--- src/rtl/note_pkg.sv ---
// Shared widths, state encoding and constants for the note player slice.
package note_pkg;

    localparam int unsigned NOTE_W  = 6;
    localparam int unsigned DUR_W   = 6;
    localparam int unsigned PHASE_W = 22;
    localparam int unsigned STEP_W  = 20;
    localparam int unsigned ADDR_W  = 10;

    typedef enum logic {
        IDLE    = 1'b0,
        PLAYING = 1'b1
    } state_t;

    localparam logic [NOTE_W-1:0] REST_NOTE = '0;

endpackage

--- src/rtl/frequency_rom.sv ---
// Pitch code to phase-step lookup, one registered cycle of latency.
// step = round(f * 2^22 / 48000), f = 440 * 2^((code-49)/12); code 0 is a rest.
// Ports: clk, reset (sync, active high), note (pitch code), step (phase increment).
module frequency_rom
    import note_pkg::*;
(
    input  logic              clk,
    input  logic              reset,
    input  logic [NOTE_W-1:0] note,
    output logic [STEP_W-1:0] step
);

    // Combinational table; the register below supplies the latency.
    function automatic logic [STEP_W-1:0] lookup(input logic [NOTE_W-1:0] code);
        logic [STEP_W-1:0] s;
        case (code)
            6'd1:  s = 20'd2403;   6'd2:  s = 20'd2546;   6'd3:  s = 20'd2697;
            6'd4:  s = 20'd2858;   6'd5:  s = 20'd3028;   6'd6:  s = 20'd3208;
            6'd7:  s = 20'd3398;   6'd8:  s = 20'd3600;   6'd9:  s = 20'd3815;
            6'd10: s = 20'd4041;   6'd11: s = 20'd4282;   6'd12: s = 20'd4536;
            6'd13: s = 20'd4806;   6'd14: s = 20'd5092;   6'd15: s = 20'd5395;
            6'd16: s = 20'd5715;   6'd17: s = 20'd6055;   6'd18: s = 20'd6415;
            6'd19: s = 20'd6797;   6'd20: s = 20'd7201;   6'd21: s = 20'd7629;
            6'd22: s = 20'd8083;   6'd23: s = 20'd8563;   6'd24: s = 20'd9072;
            6'd25: s = 20'd9612;   6'd26: s = 20'd10184;  6'd27: s = 20'd10789;
            6'd28: s = 20'd11431;  6'd29: s = 20'd12110;  6'd30: s = 20'd12830;
            6'd31: s = 20'd13593;  6'd32: s = 20'd14402;  6'd33: s = 20'd15258;
            6'd34: s = 20'd16165;  6'd35: s = 20'd17127;  6'd36: s = 20'd18145;
            6'd37: s = 20'd19224;  6'd38: s = 20'd20367;  6'd39: s = 20'd21578;
            6'd40: s = 20'd22861;  6'd41: s = 20'd24221;  6'd42: s = 20'd25661;
            6'd43: s = 20'd27187;  6'd44: s = 20'd28803;  6'd45: s = 20'd30516;
            6'd46: s = 20'd32331;  6'd47: s = 20'd34253;  6'd48: s = 20'd36290;
            6'd49: s = 20'd38448;  6'd50: s = 20'd40734;  6'd51: s = 20'd43156;
            6'd52: s = 20'd45722;  6'd53: s = 20'd48441;  6'd54: s = 20'd51322;
            6'd55: s = 20'd54373;  6'd56: s = 20'd57607;  6'd57: s = 20'd61032;
            6'd58: s = 20'd64661;  6'd59: s = 20'd68506;  6'd60: s = 20'd72580;
            6'd61: s = 20'd76896;  6'd62: s = 20'd81468;  6'd63: s = 20'd86312;
            default: s = '0;
        endcase
        return s;
    endfunction

    always_ff @(posedge clk) begin
        if (reset || note == REST_NOTE) begin
            step <= '0;
        end else begin
            step <= lookup(note);
        end
    end

endmodule

--- src/rtl/note_player.sv ---
// Holds one note for its duration in beats and runs a phase accumulator
// at the sample-strobe rate while the note sounds.
// Ports: clk, reset (sync, active high), play_enable (0 freezes everything),
//   note_to_load / duration_to_load / load_new_note (note capture),
//   beat, generate_next_sample (timing strobes),
//   done_with_note (pulse at end of note), note_active (in PLAYING),
//   sample_addr / new_sample_ready (sine-table address and its strobe).
module note_player
    import note_pkg::*;
(
    input  logic              clk,
    input  logic              reset,
    input  logic              play_enable,
    input  logic [NOTE_W-1:0] note_to_load,
    input  logic [DUR_W-1:0]  duration_to_load,
    input  logic              load_new_note,
    input  logic              beat,
    input  logic              generate_next_sample,
    output logic              done_with_note,
    output logic              note_active,
    output logic [ADDR_W-1:0] sample_addr,
    output logic              new_sample_ready
);

    state_t              state;
    logic [NOTE_W-1:0]   note_reg;
    logic [DUR_W-1:0]    dur_count;
    logic [PHASE_W-1:0]  phase;
    logic [STEP_W-1:0]   step;
    logic [PHASE_W-1:0]  phase_next;

    frequency_rom u_rom (
        .clk   (clk),
        .reset (reset),
        .note  (note_reg),
        .step  (step)
    );

    // Wraps naturally modulo 2^PHASE_W.
    assign phase_next = phase + PHASE_W'(step);

    // Load beats everything else; counting only runs while playing and enabled.
    always_ff @(posedge clk) begin
        if (reset) begin
            state            <= IDLE;
            note_reg         <= '0;
            dur_count        <= '0;
            phase            <= '0;
            done_with_note   <= 1'b0;
            note_active      <= 1'b0;
            sample_addr      <= '0;
            new_sample_ready <= 1'b0;
        end else begin
            done_with_note   <= 1'b0;
            new_sample_ready <= 1'b0;
            if (load_new_note) begin
                note_reg    <= note_to_load;
                dur_count   <= (duration_to_load == '0) ? DUR_W'(1) : duration_to_load;
                phase       <= '0;
                state       <= PLAYING;
                note_active <= 1'b1;
            end else if (state == PLAYING && play_enable) begin
                if (beat) begin
                    if (dur_count == DUR_W'(1)) begin
                        done_with_note <= 1'b1;
                        state          <= IDLE;
                        dur_count      <= '0;
                        note_active    <= 1'b0;
                    end else begin
                        dur_count <= dur_count - DUR_W'(1);
                    end
                end
                if (generate_next_sample) begin
                    phase            <= phase_next;
                    sample_addr      <= phase_next[PHASE_W-1 -: ADDR_W];
                    new_sample_ready <= 1'b1;
                end
            end
        end
    end

endmodule

--- config.mk ---
export PLATFORM = sky130hd
export DESIGN_NAME = note_player
export DESIGN_NICKNAME = d
export VERILOG_FILES = /design/src/rtl/note_pkg.sv /design/src/rtl/frequency_rom.sv /design/src/rtl/note_player.sv
export SDC_FILE = /design/constraint.sdc
export NUM_CORES = 1
export LEC_CHECK = 0
export ABC_CLOCK_PERIOD_IN_PS = 5400
export CAP_MARGIN = 10
export CORE_ASPECT_RATIO = 1.4
export CORE_MARGIN = 2
export CORE_UTILIZATION = 65
export DETAILED_ROUTE_END_ITERATION = 10
export PLACE_DENSITY = 0.91
export REMOVE_ABC_BUFFERS = 1
export SETUP_SLACK_MARGIN = 0.02
export SYNTH_ARGS = -nofsm -noshare
export SYNTH_HDL_FRONTEND = slang
export SYNTH_SLANG_ARGS = --single-unit
--- constraint.sdc ---
create_clock -name clk -period 5.4 [get_ports clk]
set_clock_uncertainty 0.15 [all_clocks]
set_input_delay 1.35 -clock clk [delete_from_list [all_inputs] [get_ports clk]]
set_output_delay 1.35 -clock clk [all_outputs]
set_load 0.005 [all_outputs]
==> results.toml, run 1 <==
[outcome]
status = "finished, final reports clean"

[clock_tree]
cts_tree = "done"
cts_buffers = 9
cts_max_level = 3
cts_hold_buf = 0
root_buffer = "clkbuf_8"
cts_setup_buffers = 0
cts_max_path_buffers = 2
clkTransAtPathRegs_ns = 0.08
clk_latency_ns = 0.36
clock_sinks = 64
cts_resized = 0

[place]
dp_hpwl_mm = 8.440
dp_slack_ns = 1.725
placed_area_mm2 = 0.004994
io_buffers = 30
gp_congestion = 0.9831

[setup_path]
critPathMaxStageDelay_ns = 0.57
setup.worst_path.start = "play_enable"
start_kind = "input pin"
path_common_cell = "and3_1"
crit_fanout = 16
cp.arrival_ns = 3.44
path_delay_family = "simple AND/OR/NAND/NOR gates"
slowest_stage = "and3_1"
path_cells = "clkdlybuf4s50_1 -> and3_1 -> nand2b_1 -> and3_1 -> a31oi_1 -> nand3_1"
cp_num_buf_inv = 1
end_kind = "flop"
criticalPathCategory = "in -> reg"
rr_startpoint = "note_reg[3]$_SDFFE_PP0P_"
required_ns = 5.50

[synthesis]
synth.largest_area_cell = "dfxtp_1"
synth_cell_type_count = 63
syn_avg_cell_area_um2 = 7.338
synth_most_common_cell = "nand2_1"
synth-seq-cells = 64
synthArstFlopShare = 0
synthTopCellsByArea = "dfxtp_1, ha_1, a21oi_1"
synth_largest_type_area_fraction = 0.2720
synthFlopType = "dfxtp_1"
ys.warnings.count = 0
postSynthCellCount = 642
ys_top_cells_by_count = "nand2_1, nor2_1, a21oi_1"
netlist_area_mm2 = 0.004711
synth_edf_count = 0
ys_seq_area_frac = 0.2720

[drt]
wirelength_mm = 12.19
drc = 0
dr.pass1.iters = 5
ant_nets = 0
vias = 4925
vias_per_cell = 6.655
drt_iter0_drc = 448
wl_per_cell_um = 16.47

[power]
p_comb_frac = 0.200
p_leak_nw = 2.012
seq_power_share = 0.418
powerDensity_mw_per_mm2 = 231.9
p_sw_uw = 365.2
ir_worst_vdd_uv = 199.6
p_clk_frac = 0.382
internal_power_uw = 843.4
switching_share = 0.3022

[global_route]
track_usage = 0.3082
grt_pass1_vias = 4577
grt_start_max_net_pins = 64
antenna_found_initial = 0
grt_pass1_wl_mm = 20.42
grt.overflow.total = 0

[finish]
largest_reg_flops = 22
area_growth_pct = 10.65
top_regs = "phase x22, u_rom.step x17, sample_addr x10"
fillers = 533
diodes = 0
finish.instance_area_mm2 = 0.005213
final_core_util = 0.7466
largest-register = "phase"
fin_nets = 690
drive_above_1_share = 0.06047

[floorplanning]
start_util = 0.6747
fp.dieH_um = 104.7
io_pins = 31
die_area_mm2 = 0.007954
die_w_um = 75.95
placementRows = 36
coreArea_mm2 = 0.006982

[timing]
fmax_mhz = 300.0
fin_ws_ns = 2.067
max_slew_margin = 0.2257
setup_tns_ns = 0
rsz0062_at_grt = "false"
drv_slew = 0
layout_min_cycle_time_ns = 3.333
setup_viol = 0
worstMarginPinSlew_ns = 1.149
finalCritPeriodShare = 0.6173
hold_violations = 0

[worst_hold_path]
hold_start = "phase[6]$_SDFFE_PP0P_"
hold_class = "reg -> reg"

[run]
maxCapViolCount = 0
[placed cells by master, fill, tap and decap left out, drive strengths merged, types with 19 or more instances in the layout]
cell and n:
nor3 21, a21oi 68, clkdlybuf4s50 30, o21ai 46
ha 31, nor2 69, mux2i 19, nand3 25
a211oi 19, dfxtp 64, nand2 74
[final cells by class]
class,instances,area (um^2),area share
inverters,16,60.06,0.01152
multi-input cells,511,3171,0.6083
well taps,95,118.9,0.02280
flip-flops and latches,64,1284,0.2463
clock buffers,9,123.9,0.02376
repair buffers,38,360.3,0.06913
clock inverters,7,95.09,0.01824
[worst register-to-register path, cell delays in order, from the launching register on]
cell and delay [ns]:
dfxtp_2 1.02, inv_1 0.66, o21ai_0 0.38, nand2_1 0.12
o21a_1 0.16, mux4_2 0.47, nor2_1 0.10
[through the flow]
stage	power (mW)	cells	hold slack, ns
floorplan	0.6761	591	0.2862
global placement	0.7424	724	0.2938
detailed placement	0.7498	724	0.3056
CTS	1.202	740	0.3140
global route	1.256	740	0.3295
finish	1.209	740	0.3106
[logic make-up after synthesis]
kind of cell,share of synthesized area
simple gates,0.2364
compound gates,0.2837
buf+inv,0.05657
flops,0.2720
fa+ha+maj,0.08659
mux,0.04993
xor+xnor,0.01487
[power by group through the flow]
stage | Clock [mW] | Combinational [mW] | Sequential [mW]
floorplan | 0 | 0.152 | 0.524
global placement | 0 | 0.228 | 0.515
detailed placement | 0 | 0.235 | 0.515
CTS | 0.462 | 0.236 | 0.504
global route | 0.483 | 0.266 | 0.507
finish | 0.462 | 0.242 | 0.505
[worst paths after layout]
check,slack [ns],depth (start not counted),endpoint
worst max-delay path,2.07,6,sample_addr[9]$_SDFFE_PP0P_
worst min-delay path,0.31,2,phase[6]$_SDFFE_PP0P_
worst max register to register,2.27,6,u_rom.step[11]$_SDFF_PP0_
worst min register to register,0.31,2,phase[6]$_SDFFE_PP0P_
[metal layers]
metal  track usage  vias to the layer above  wire length [um]
met1        0.3544                     2269              4750
met5             0                        -                 0
met4        0.1805                        0               565
li1              -                     2334                 -
met3       0.05786                       61               816
met2        0.5313                      261              6057
Note: power is estimated with default switching activity, not from simulation.
==> run 2: changes to the inputs <==
--- a/config.mk
+++ b/config.mk
@@ -5,13 +5,13 @@
 export SDC_FILE = /design/constraint.sdc
 export NUM_CORES = 1
 export LEC_CHECK = 0
-export ABC_CLOCK_PERIOD_IN_PS = 5400
+export ABC_CLOCK_PERIOD_IN_PS = 3400
 export CAP_MARGIN = 10
 export CORE_ASPECT_RATIO = 1.4
 export CORE_MARGIN = 2
-export CORE_UTILIZATION = 65
+export CORE_UTILIZATION = 60
 export DETAILED_ROUTE_END_ITERATION = 10
-export PLACE_DENSITY = 0.91
+export PLACE_DENSITY = 0.85
 export REMOVE_ABC_BUFFERS = 1
 export SETUP_SLACK_MARGIN = 0.02
 export SYNTH_ARGS = -nofsm -noshare
==> constraint.sdc (replaced) <==
create_clock -name clk -period 3.4 [get_ports clk]
set_clock_uncertainty 0.15 [all_clocks]
set_input_delay 0.85 -clock clk [delete_from_list [all_inputs] [get_ports clk]]
set_output_delay 0.85 -clock clk [all_outputs]
set_load 0.005 [all_outputs]
==> run 2 against run 1 <==
Non-clock buffer count is 6 higher. First-iteration DRC count is 11% lower. Combinational power is 64% higher. Sequential power is 58% higher. Final area is 1.1% higher. Critical path type is now reg -> reg.
==> results.toml, run 2 (same netlist as run 1, synthesis figures left out) <==
[clock_tree]
cts_buffers = 9
cts_resized = 0
root_buffer = "clkbuf_8"
cts_max_level = 3
cts_tree = "done"
cts_setup_buffers = 0
clock_sinks = 64
clkTransAtPathRegs_ns = 0.08
cts_max_path_buffers = 2
clk_latency_ns = 0.36
cts_hold_buf = 0

[outcome]
status = "finished, final reports clean"

[timing]
fin_ws_ns = 0.6860
max_slew_margin = 0.2589
fmax_mhz = 368.5
layout_min_cycle_time_ns = 2.714
setup_tns_ns = 0
finalCritPeriodShare = 0.7982
hold_violations = 0
worstMarginPinSlew_ns = 1.100
rsz0062_at_grt = "false"
setup_viol = 0
drv_slew = 0

[drt]
ant_nets = 0
drt_iter0_drc = 400
vias = 4917
drc = 0
wirelength_mm = 12.38
vias_per_cell = 6.547
wl_per_cell_um = 16.48
dr.pass1.iters = 6

[setup_path]
criticalPathCategory = "reg -> reg"
crit_fanout = 4
cp.arrival_ns = 2.81
rr_startpoint = "phase[0]$_SDFFE_PP0P_"
end_kind = "flop"
r2r_cells = 9
setup.worst_path.start = "phase[0]$_SDFFE_PP0P_"
start_kind = "flop"
reg2reg_to = "sample_addr[8]$_SDFFE_PP0P_"
required_ns = 3.50
r2r_slack_ns = 0.69

[place]
dp_hpwl_mm = 8.786
dp_slack_ns = 0.6038
io_buffers = 30
gp_congestion = 0.9748

[floorplanning]
io_pins = 31
die_w_um = 78.89
die_area_mm2 = 0.008586
coreArea_mm2 = 0.007702
fp.dieH_um = 108.8
start_util = 0.6116
placementRows = 38

[finish]
drive_above_1_share = 0.06912
area_growth_pct = 11.87
final_common_cell = "nand2_1"
seqCellArea_mm2 = 0.001284
fillers = 650
largest_reg_flops = 22
fin_nets = 696
final_cell_mix = "nand2_1, nor2_1, a21oi_1, dfxtp_1, o21ai_0"
largest-register = "phase"
multi_input_area_mm2 = 0.003171
diodes = 0
top_regs = "phase x22, u_rom.step x17, sample_addr x10"

[worst_hold_path]
hold_start = "phase[6]$_SDFFE_PP0P_"
hold_path_end = "phase[6]$_SDFFE_PP0P_"
hold_class = "reg -> reg"
holdPathStages = 2

[power]
powerDensity_mw_per_mm2 = 368.1
p_leak_nw = 2.039
ir_worst_vdd_uv = 297.9

[global_route]
track_usage = 0.3094
grt_pass1_vias = 4711
antenna_found_initial = 0
grt_pass1_wl_mm = 21.36
grt_start_max_net_pins = 61
grt.overflow.total = 0

[run]
maxCapViolCount = 0
==> run 2: routing by layer <==
layer  GRT usage  vias up  routed length, um
li1            -     2353                  -
met1      0.3603     2267               4926
met2      0.5171      234               6052
met3     0.05877       63                691
met4      0.2032        0                707
met5           0        -                  0
==> run 2: through the flow <==
stage	total power [mW]	util	std cells	hold WS [ns]	instance area [um^2]
2_1_floorplan	1.074	-	591	0.2862	4504
3_3_place_gp	1.188	0.6550	735	0.2936	5045
3_5_place_dp	1.198	0.6550	735	0.3034	5045
4_1_cts	1.938	0.6842	751	0.3145	5270
5_1_grt	2.031	0.6842	751	0.3200	5270
6_report	1.940	0.6842	751	0.3117	5270
==> run 2: area by class of cell <==
class / instances / share of cell area
Timing Repair Buffer: 44 / 0.07692
Inverter: 16 / 0.01140
Clock inverter: 7 / 0.01923
Clock buffer: 9 / 0.02350
Multi-Input combinational cell: 511 / 0.6016
Tap cell: 100 / 0.02374
Sequential cell: 64 / 0.2436
==> run 2: how the worst max path moves through the flow <==
stage,depth (start not counted),end,slack (ns)
after floorplan,7,u_rom.step[5]$_SDFF_PP0_,0.19
after global placement,6,phase[12]$_SDFFE_PP0P_,0.67
after detailed placement,6,phase[16]$_SDFFE_PP0P_,0.60
after CTS,9,sample_addr[8]$_SDFFE_PP0P_,0.70
after global routing,5,u_rom.step[3]$_SDFF_PP0_,0.59
final,9,sample_addr[8]$_SDFFE_PP0P_,0.69
==> run 2: power breakdown <==
group | internal, mW | leakage [nW] | total [mW] | switching (mW)
clock | 0.420 | 0.107 | 0.745 | 0.325
combinational | 0.153 | 1.41 | 0.397 | 0.244
sequential | 0.777 | 0.521 | 0.797 | 0.0207
total | 1.35 | 2.04 | 1.94 | 0.590
==> run 2: critical path, cell delays in order (launching register included) <==
cell      delay, ns
dfxtp_1        0.34
ha_1           0.19
inv_1          0.06
fa_1           0.38
nand2b_1       0.19
a21oi_1        0.24
o21ai_1        0.21
o31a_1         0.38
and4_1         0.21
a311o_1        0.26
==> run 3: changes to the inputs <==
--- a/config.mk
+++ b/config.mk
@@ -5,13 +5,13 @@
 export SDC_FILE = /design/constraint.sdc
 export NUM_CORES = 1
 export LEC_CHECK = 0
-export ABC_CLOCK_PERIOD_IN_PS = 3400
+export ABC_CLOCK_PERIOD_IN_PS = 2300
 export CAP_MARGIN = 10
 export CORE_ASPECT_RATIO = 1.4
 export CORE_MARGIN = 2
-export CORE_UTILIZATION = 60
+export CORE_UTILIZATION = 54
 export DETAILED_ROUTE_END_ITERATION = 10
-export PLACE_DENSITY = 0.85
+export PLACE_DENSITY = 0.81
 export REMOVE_ABC_BUFFERS = 1
 export SETUP_SLACK_MARGIN = 0.02
 export SYNTH_ARGS = -nofsm -noshare
==> constraint.sdc (replaced) <==
create_clock -name clk -period 2.3 [get_ports clk]
set_clock_uncertainty 0.15 [all_clocks]
set_input_delay 0.575 -clock clk [delete_from_list [all_inputs] [get_ports clk]]
set_output_delay 0.575 -clock clk [all_outputs]
set_load 0.005 [all_outputs]
==> run 3 against run 2 <==
The flow now finishes with violations (negative setup slack). Final area rose by 17%. Maximum frequency increased by 16%. Sequential cell count unchanged. Clock power is 70% higher. Final cell count rose by 8.5%. Largest cell class unchanged. Largest power group is now clock. Highest routed layer unchanged.
==> results.toml, run 3 (same netlist as run 1, synthesis figures left out) <==
[timing]
drv_slew = 0
max_slew_margin = 0.6413
layout_min_cycle_time_ns = 2.332
fmax_mhz = 428.8
hold_violations = 0
holdWs_ns = 0.3071
setup_viol = 3
finalCritPeriodShare = 1.014
rsz0062_at_grt = "true"
fin_ws_ns = -0.03215
worstMarginPinSlew_ns = 0.5380

[clock_tree]
clkTransAtPathRegs_ns = 0.06
cts_buffers = 9
cts_max_level = 3
cts_max_path_buffers = 2
cts_tree = "done"
clock_sinks = 64
root_buffer = "clkbuf_16"
cts_hold_buf = 0
clk_latency_ns = 0.33

[finish]
final_core_util = 0.7240
final_cell_mix = "nand2_1, nor2_1, buf_4, a21oi_1, dfxtp_1"
final_common_cell = "nand2_1"
area_growth_pct = 30.76
largest_reg_flops = 22
top_regs = "phase x22, u_rom.step x17, sample_addr x10"
drive_above_1_share = 0.2197
largest-register = "phase"
stdcell_count = 815
fin_nets = 755
diodes = 0

[global_route]
grt_start_max_net_pins = 49
grt.overflow.total = 0
antenna_found_initial = 0
grt_pass1_wl_mm = 22.60
grt_pass1_vias = 4911
track_usage = 0.2855

[power]
switching_share = 0.2981
powerDensity_mw_per_mm2 = 512.4
seq_power_share = 0.379
internal_power_mw = 2.215
p_clk_frac = 0.402
p_comb_frac = 0.219
ir_worst_vdd_uv = 490.0
p_sw_uw = 940.9
p_leak_nw = 2.354

[drt]
vias_per_cell = 6.471
dr.pass1.iters = 6
wirelength_mm = 14.21
ant_nets = 0
wl_per_cell_um = 17.44
drt_iter0_drc = 462
vias = 5274
drc = 0

[setup_path]
end_kind = "flop"
criticalPathCategory = "reg -> reg"
crit_fanout = 5
start_kind = "flop"
cp.arrival_ns = 2.45
required_ns = 2.42

[place]
dp_cells = 785
io_buffers = 30
dp_hpwl_mm = 9.577
gp_congestion = 0.9717
dp_slack_ns = -0.3682

[floorplanning]
die_w_um = 82.94
placementRows = 40
start_util = 0.5537
fp.dieH_um = 114.5
die_area_mm2 = 0.009497
io_pins = 31
coreArea_mm2 = 0.008508

[outcome]
status = "finished, violations left"
failed_checks = "negative setup slack"

[worst_hold_path]
hold_class = "reg -> reg"

[run]
maxCapViolCount = 0
run 3: changes by cell type in the layout (fill, tap and decap cells not counted), sizes merged:
cell      previous run  this run
buf                 14        73
bufinv               2         0
clkbuf               9        10
clkinv               1         4
clkinvlp             2         3
inv                 18        15
run 3: layer usage:
| metal | vias up | track usage | routed length (um) |
|---|---|---|---|
| met5 | - | 0 | 0 |
| met4 | 0 | 0.1607 | 678 |
| met3 | 62 | 0.04037 | 813 |
| met2 | 286 | 0.5022 | 7109 |
| met1 | 2455 | 0.3324 | 5609 |
| li1 | 2471 | - | - |
run 3: per-stage QoR:
step / total power [mW] / cell area, um^2 / setup TNS (ns)
final: 3.156 / 6160 / -0.05327
after global routing: 3.283 / 6160 / -0.4500
after CTS: 3.112 / 5869 / -0.04791
after detailed placement: 1.837 / 5414 / -2.026
after global placement: 1.823 / 5414 / -1.181
after floorplan: 1.587 / 4504 / -9.102
run 3: repair_timing:
action / CTS / global route
setup buffers: 9 / 6
endpoints found under the setup margin: 15 / 28
gates resized for setup: 27 / 48
pin swaps: 15 / 21
run 3: layout make-up:
| class | count | area, um^2 |
|---|---|---|
| clock buffers | 10 | 239.0 |
| clock inverters | 6 | 45.04 |
| fillers | 641 | 2349 |
| inverters | 16 | 60.06 |
| multi-input cells | 511 | 3501 |
| flip-flops and latches | 64 | 1295 |
| well taps | 105 | 131.4 |
| repair buffers | 103 | 888.4 |
run 3: power groups by stage:
stage | sequential [mW] | combinational (mW) | clock, mW
2_1_floorplan | 1.23 | 0.356 | 0
3_3_place_gp | 1.21 | 0.617 | 0
3_5_place_dp | 1.21 | 0.629 | 0
4_1_cts | 1.19 | 0.641 | 1.28
5_1_grt | 1.20 | 0.755 | 1.33
6_report | 1.19 | 0.693 | 1.27
run 3: final timing paths:
kind                          start                     endpoint  slack [ns]  cells past startpoint
max          phase[13]$_SDFFE_PP0P_  sample_addr[7]$_SDFFE_PP0P_       -0.03                      9
min           phase[8]$_SDFFE_PP0P_        phase[8]$_SDFFE_PP0P_        0.31                      2
max reg2reg  phase[13]$_SDFFE_PP0P_  sample_addr[7]$_SDFFE_PP0P_       -0.03                      9
min reg2reg   phase[8]$_SDFFE_PP0P_        phase[8]$_SDFFE_PP0P_        0.31                      2
run 3: critical path, stage by stage, from the launching register on:
cell      delay, ns
dfxtp_2        0.34
ha_4           0.29
o21ai_0        0.09
o21bai_1       0.22
a21boi_0       0.16
o22a_2         0.27
buf_6          0.14
buf_6          0.10
or3_1          0.34
a31oi_1        0.15
